### src/rtl/cmp_req_ctrl.sv
// Compare-request controller: takes a compare request, pulses the ALU compare unit once,
// waits for its registered flag (with timeout) and returns a boolean verdict.
module cmp_req_ctrl #(
    parameter int WIDTH   = 16,
    parameter int RES_W   = 16,
    parameter int TIMEOUT = 4
) (
    input  logic             clk,
    input  logic             rst,
    input  logic             req_valid,
    output logic             req_ready,
    input  logic [WIDTH-1:0] req_a,
    input  logic [WIDTH-1:0] req_b,
    input  logic [1:0]       req_op,
    output logic [WIDTH-1:0] cmp_a,
    output logic [WIDTH-1:0] cmp_b,
    output logic [3:0]       cmp_fun,
    output logic             cmp_en,
    input  logic [RES_W-1:0] cmp_res,
    input  logic             cmp_flag,
    output logic             rsp_valid,
    input  logic             rsp_ready,
    output logic             rsp_true,
    output logic             rsp_err,
    output logic [7:0]       op_cnt
);
    localparam int TW = (TIMEOUT > 2) ? $clog2(TIMEOUT) : 1;
    localparam logic [TW-1:0] T_LAST = TW'(TIMEOUT - 1);

    typedef enum logic [1:0] {IDLE, ISSUE, WAIT, RESP} state_t;

    state_t           state, state_nx;
    logic [1:0]       op_q, op_nx;
    logic [TW-1:0]    timer, timer_nx;
    logic [WIDTH-1:0] a_nx, b_nx;
    logic [3:0]       fun_nx;
    logic             en_nx, vld_nx, true_nx, err_nx;
    logic [7:0]       cnt_nx;
    logic [RES_W-1:0] exp_code;

    function automatic logic [3:0] fun_of(input logic [1:0] op);
        case (op)
            2'd0:    return 4'b1001;
            2'd1:    return 4'b1010;
            2'd2:    return 4'b1011;
            default: return 4'b0000;
        endcase
    endfunction

    // ALU reports 1/2/3 when the EQ/GT/LT relation holds, i.e. op+1
    assign exp_code  = RES_W'(op_q) + RES_W'(1);
    assign req_ready = (state == IDLE);

    always_comb begin
        state_nx = state;
        op_nx    = op_q;
        timer_nx = timer;
        a_nx     = cmp_a;
        b_nx     = cmp_b;
        fun_nx   = 4'b0000;
        en_nx    = 1'b0;
        vld_nx   = rsp_valid;
        true_nx  = rsp_true;
        err_nx   = rsp_err;
        cnt_nx   = op_cnt;
        case (state)
            IDLE: begin
                if (req_valid) begin
                    op_nx = req_op;
                    if (req_op == 2'd3) begin
                        state_nx = RESP;
                        vld_nx   = 1'b1;
                        true_nx  = 1'b0;
                        err_nx   = 1'b1;
                    end else begin
                        state_nx = ISSUE;
                        a_nx     = req_a;
                        b_nx     = req_b;
                        fun_nx   = fun_of(req_op);
                        en_nx    = 1'b1;
                    end
                end
            end
            ISSUE: begin
                state_nx = WAIT;
                timer_nx = '0;
            end
            WAIT: begin
                if (cmp_flag) begin
                    state_nx = RESP;
                    vld_nx   = 1'b1;
                    true_nx  = (cmp_res == exp_code);
                    err_nx   = (cmp_res != exp_code) && (cmp_res != '0);
                end else if (timer == T_LAST) begin
                    state_nx = RESP;
                    vld_nx   = 1'b1;
                    true_nx  = 1'b0;
                    err_nx   = 1'b1;
                end else begin
                    timer_nx = timer + TW'(1);
                end
            end
            RESP: begin
                if (rsp_ready) begin
                    state_nx = IDLE;
                    vld_nx   = 1'b0;
                    true_nx  = 1'b0;
                    err_nx   = 1'b0;
                    if (!rsp_err) cnt_nx = op_cnt + 8'd1;
                end
            end
            default: state_nx = IDLE;
        endcase
    end

    always_ff @(posedge clk or negedge rst) begin
        if (!rst) begin
            state     <= IDLE;
            op_q      <= '0;
            timer     <= '0;
            cmp_a     <= '0;
            cmp_b     <= '0;
            cmp_fun   <= '0;
            cmp_en    <= 1'b0;
            rsp_valid <= 1'b0;
            rsp_true  <= 1'b0;
            rsp_err   <= 1'b0;
            op_cnt    <= '0;
        end else begin
            state     <= state_nx;
            op_q      <= op_nx;
            timer     <= timer_nx;
            cmp_a     <= a_nx;
            cmp_b     <= b_nx;
            cmp_fun   <= fun_nx;
            cmp_en    <= en_nx;
            rsp_valid <= vld_nx;
            rsp_true  <= true_nx;
            rsp_err   <= err_nx;
            op_cnt    <= cnt_nx;
        end
    end
endmodule

### config.mk
export PLATFORM = sky130hd
export DESIGN_NAME = cmp_req_ctrl
export DESIGN_NICKNAME = d
export VERILOG_FILES = /design/src/rtl/cmp_req_ctrl.sv
export SDC_FILE = /design/constraint.sdc
export NUM_CORES = 1
export LEC_CHECK = 0
export BUFFER_PORTS_ARGS = -buffer_cell sky130_fd_sc_hd__buf_2
export CORE_UTILIZATION = 52
export CTS_BUF_LIST = sky130_fd_sc_hd__clkbuf_8
export DETAILED_ROUTE_END_ITERATION = 10
export PLACE_DENSITY = 0.95
export SLEW_MARGIN = 30
export SYNTH_ARGS = -nofsm -noshare
export SYNTH_HDL_FRONTEND = slang
export SYNTH_SLANG_ARGS = --single-unit
### constraint.sdc
create_clock -name clk -period 3.6 [get_ports clk]
set_input_delay 0 -clock clk [delete_from_list [all_inputs] [get_ports clk]]
set_output_delay 0 -clock clk [all_outputs]
set_load 0.01 [all_outputs]
==> After elaboration in Yosys (flattened, before gate mapping) <==
Index checks and enable logic that the tools add are counted.
{ "op_classes": {"n_addsub": 3, "mul": 0, "div": 0, "n_lt_le_gt_ge": 0, "n_eq_ne": 15, "shift": 0, "muxes": 29, "bitwise": 2, "reduce_logical": 12} }
{ "ops": {"columns": ["cell", "count"], "rows": [
  ["== test 16 x 3 -> 1 bit", 1],
  ["inequality test 16 x 3 -> 1 bit", 1],
  ["nonzero test 16 bit", 1],
  ["2-to-1 mux 2 bit", 7],
  ["2-to-1 mux 1 bit", 13],
  ["2-to-1 mux 4 bit", 3],
  ["one-hot mux 4 bit (3 select lines)", 1],
  ["AND reduction 3 bit", 4],
  ["== test 2 bit (second input constant)", 5],
  ["one-hot mux 1 bit (3 select lines)", 3],
  ["adder 8 x 1 -> 8 bit (second input constant)", 1],
  ["inequality test 2 bit (second input constant)", 4],
  ["one-hot mux 2 bit (4 select lines)", 1],
  ["AND reduction 5 bit", 1],
  ["== test 2 x 1 -> 1 bit (second input constant)", 2],
  ["logical NOT 2 bit", 2],
  ["one-hot mux 2 bit (2 select lines)", 1],
  ["adder 2 x 1 -> 3 bit (second input constant)", 1],
  ["inequality test 3 bit (second input constant)", 1],
  ["nonzero test 3 bit", 1],
  ["adder 2 x 1 -> 2 bit (second input constant)", 1],
  ["inequality test 2 x 1 -> 1 bit (second input constant)", 1],
  ["NOT 1 bit", 2],
  ["AND reduction 2 bit", 1],
  ["other kinds (2)", 2]
]} }
{ "word_totals": {"reg_bits": 54, "latchBits": 0, "mem_bits_rw": 0, "romBits": 0, "input_bits": 55, "output_inout_bits": 49, "elab_cells": 72, "memories": 0} }

==> Longest topological paths before layout <==
{ "depth": {"ltp_word": 5, "depth_mapped": 7, "ltp_nobuf": 6} }

==> Least setup slack after synthesis <==
OpenSTA, ideal clock, no wires.
{ "synth_path": {"path_kind": "flip-flop to flip-flop", "start": "register state[0]", "end": "register cmp_a[11]", "setup_ps": 125, "arrival_time_ps": 1643, "t_required_ps": 3475, "slack_ps": 1832, "path_stages_with_launch": 7, "n_path_buf": 1, "synth_period_minus_slack_ps": 1768, "cell_sequence": "dfrtp_1 > inv_1 > ha_1 > nand2_1 > nor2_2 > buf_4 > mux2_2"} }
{ "synth_via": {"elab_chain_cells": 2} }
{ "synth_rtl": {"columns": ["element", "line", "text"], "rows": [
  ["start, declared", "32", "state_t state, state_nx;"],
  ["start signal, assigned", "130", "state <= state_nx;"],
  ["logical NOT 2 bit", null, null],
  ["net req_ready", "11", "output logic req_ready,"],
  ["AND reduction 3 bit (no line)", null, null],
  ["end signal, assigned", "133", "cmp_a <= a_nx;"],
  ["end, declared", "15", "output logic [WIDTH-1:0] cmp_a,"]
]} }
The timed path passes the listed nets, and every way through them passes these cells.
A chain may end at the register's enable or synchronous reset.

==> Worst setup path after layout <==
{ "layout_path": {"start": "register state[0]", "end": "register cmp_a[15]"} }
{ "layout_via": {"elab_chain_cells": 2} }
{ "layout_rtl": {"columns": ["element", "line", "text"], "rows": [
  ["logical NOT 2 bit", "66", "case (state)"],
  ["AND reduction 3 bit (no line)", null, null]
]} }
Every way passes these cells.

==> flow_metrics.tcl <==
set metrics [dict create \
    final_layout_size_suffix_gt1_frac 0.4708 \
    antenna_cells 0 \
    critPathArrivalTime_ps 2160 \
    final_cell_mix "buf_2, dfrtp_1, dlygate4sd3_1, mux2_2, ha_1" \
    yosysWarnings 0 \
    cts_resized 0 \
    path_cells "inv_1, ha_1, nand2_1, nor2_2, buf_4, mux2_1" \
    die-height_um 68.52 \
    skew_ps 12.68 \
    end_kind "flip-flop" \
    worst-path-max-fanout 33 \
    synth.yosys.seq_area_share 0.5764 \
    htreeDepth 2 \
    area_delta_synth_final_pct 43.99 \
    maxCapViolCount 0 \
    syn_inst 170 \
    grt.total_usage 0.2499 \
    postCtsHoldBufs 33 \
    numPortBuffers 102 \
    ant_nets 0 \
    wl_per_cell_um 15.83 \
    drt-total-wl_um 5668 \
    crit_path_start "state[0]" \
    ir_worst_vdd_mv 0.4015 \
    r2r_start "state[0]" \
    drv_slew 0 \
    drc 0 \
    worst-setup-path-type "flip-flop to flip-flop" \
    fillerInstances 233 \
    clock_path_buffers 2 \
    multi_input_area_um2 913.4 \
    rsz0062_at_grt "false" \
    ff_latch_area_um2 1326 \
    vias_per_cell 5.056 \
    hold_violations 0 \
    num-nets-final 374 \
    die-area_um2 4695 \
    grt_max_degree 54 \
    p_per_area_nw_per_um2 724.3 \
    die_w_um 68.52 \
    cp_num_buf_inv 2 \
    tightest_slew_ps 646.6 \
    required_ps 3780 \
    final.setup.tns_ps 0 \
    synth_area_um2 2301 \
    period_needed_ps 1976 \
    critical_path.top_delay_family "buffers and inverters" \
    fmax_mhz 506.1 \
    critPathSlowestCell "mux2_1" \
    dpl.hpwl_um 3448 \
    ys_ff_latch 53 \
    tritoncts "yes" \
    initialDrtViolationCount 118 \
    fin_crit_sh 0.5488 \
    synth_top_flop_cell "dfrtp_1" \
    place.gp.congestion 0.7930 \
    max_stage_delay_ps 420 \
    grt-ovfl-total 0 \
    start_kind "flip-flop" \
    initial_core_util 0.5591 \
    p_leak_uw 0.001699 \
    cts.sinks 53 \
    post_synth_num_cell_types 33 \
    setup_ws_ps 1624 \
    cts_setup_buffers 0 \
    relSlewSlack 0.5689 \
    worstHoldStart "req_valid" \
    num_vias 1810 \
    status "finished, final reports clean" \
    final_common_cell "buf_2" \
    syn_avg_cell_area_um2 13.54 \
    placementRows 23 \
    preCtsSetupSlack_ps 1687 \
    cts_root_buffer "clkbuf_8" \
    ios 104 \
    grt_pass1_vias 1808 \
    antenna_found_initial 0 \
    synth_nets 237 \
    first_pass_iters 4 \
    hold_path.class "input port to flip-flop" \
    clk_latency_ps 310 \
    cts_buffers 5 \
    setup_viol 0 \
    clkTransAtPathRegs_ps 110 \
    core_area_um2 4115 \
    grt_pass1_wl_um 8335 \
    synth_edf_count 0 \
    async_flop_share 1.000 \
]
==> flip-flops by register name, summed over array words and instances, names as in the netlist <==
signal     flops
op_cnt         8
cmp_a         16
rsp_valid      1
rsp_true       1
timer          2
cmp_fun        3
state          2
cmp_b         16
cmp_en         1
op_q           2
rsp_err        1
==> final cells by class <==
cell class / instances / area share
clock inverter: 3 / 0.02077
multi-input combinational: 105 / 0.2757
timing repair buffer: 136 / 0.2568
clock buffer: 5 / 0.02077
sequential: 53 / 0.4003
inverter: 6 / 0.006798
tap: 50 / 0.01888
==> power breakdown <==
| group | switching (uW) | internal [uW] |
|---|---|---|
| Combinational | 459 | 479 |
| Sequential | 150 | 838 |
| Clock | 194 | 280 |
==> logic make-up after synthesis <==
| family | Yosys count | synth area share |
|---|---|---|
| AOI/OAI and AO/OA | 13 | 0.03861 |
| xor gates and xnor gates | 11 | 0.04187 |
| adders and majority gates | 12 | 0.06525 |
| buffers and inverters | 12 | 0.02664 |
| DFF | 53 | 0.5764 |
| muxes | 35 | 0.1707 |
| other | 1 | 0.001630 |
| and+or+nand+nor | 33 | 0.07885 |
==> final timing paths <==
| kind | depth (start not counted) | slack, ps | end |
|---|---|---|---|
| min in group asynchronous | 2 | 250 | cmp_a[8] |
| worst min register to register | 1 | 470 | op_cnt[7] |
| worst max register to register | 6 | 1620 | cmp_a[15] |
| max in group asynchronous | 2 | 2910 | cmp_a[2] |
| worst min-delay path | 2 | 10 | cmp_fun[1] |
| worst max-delay path | 6 | 1620 | cmp_a[15] |
==> metal layers <==
metal,part of all wire,GRT usage
met2,0.54,0.4730
met1,0.37,0.2541
met3,0.054,0.06579
met5,0,0
met4,0.037,0.1094
==> through the flow <==
stage / power (uW) / area, um2 / hold WS (ps) / cells / util
after CTS: 2382 / 3313 / 3.598 / 358 / 0.8051
final: 2400 / 3313 / 9.645 / 358 / 0.8051
after detailed placement: 1884 / 2845 / 66.80 / 317 / 0.6914
after floorplan: 1529 / 2301 / -295.6 / 170 / -
after global routing: 2562 / 3313 / 11.78 / 358 / 0.8051
after global placement: 1827 / 2843 / 216.4 / 317 / 0.6908
==> Yosys cell counts, types with 3 or more instances <==
library cell / count / area (um2)
nand4_1: 3 / 18.77
nand2_1: 6 / 22.52
mux2_2: 32 / 360.4
buf_4: 4 / 30.03
ha_1: 12 / 150.1
xnor2_1: 6 / 52.55
dfrtp_1: 53 / 1326
nor3_1: 3 / 15.01
o21ai_0: 6 / 30.03
xor2_1: 5 / 43.79
nor2_1: 6 / 22.52
inv_1: 6 / 22.52
Note: power is estimated with default switching activity, not from simulation.
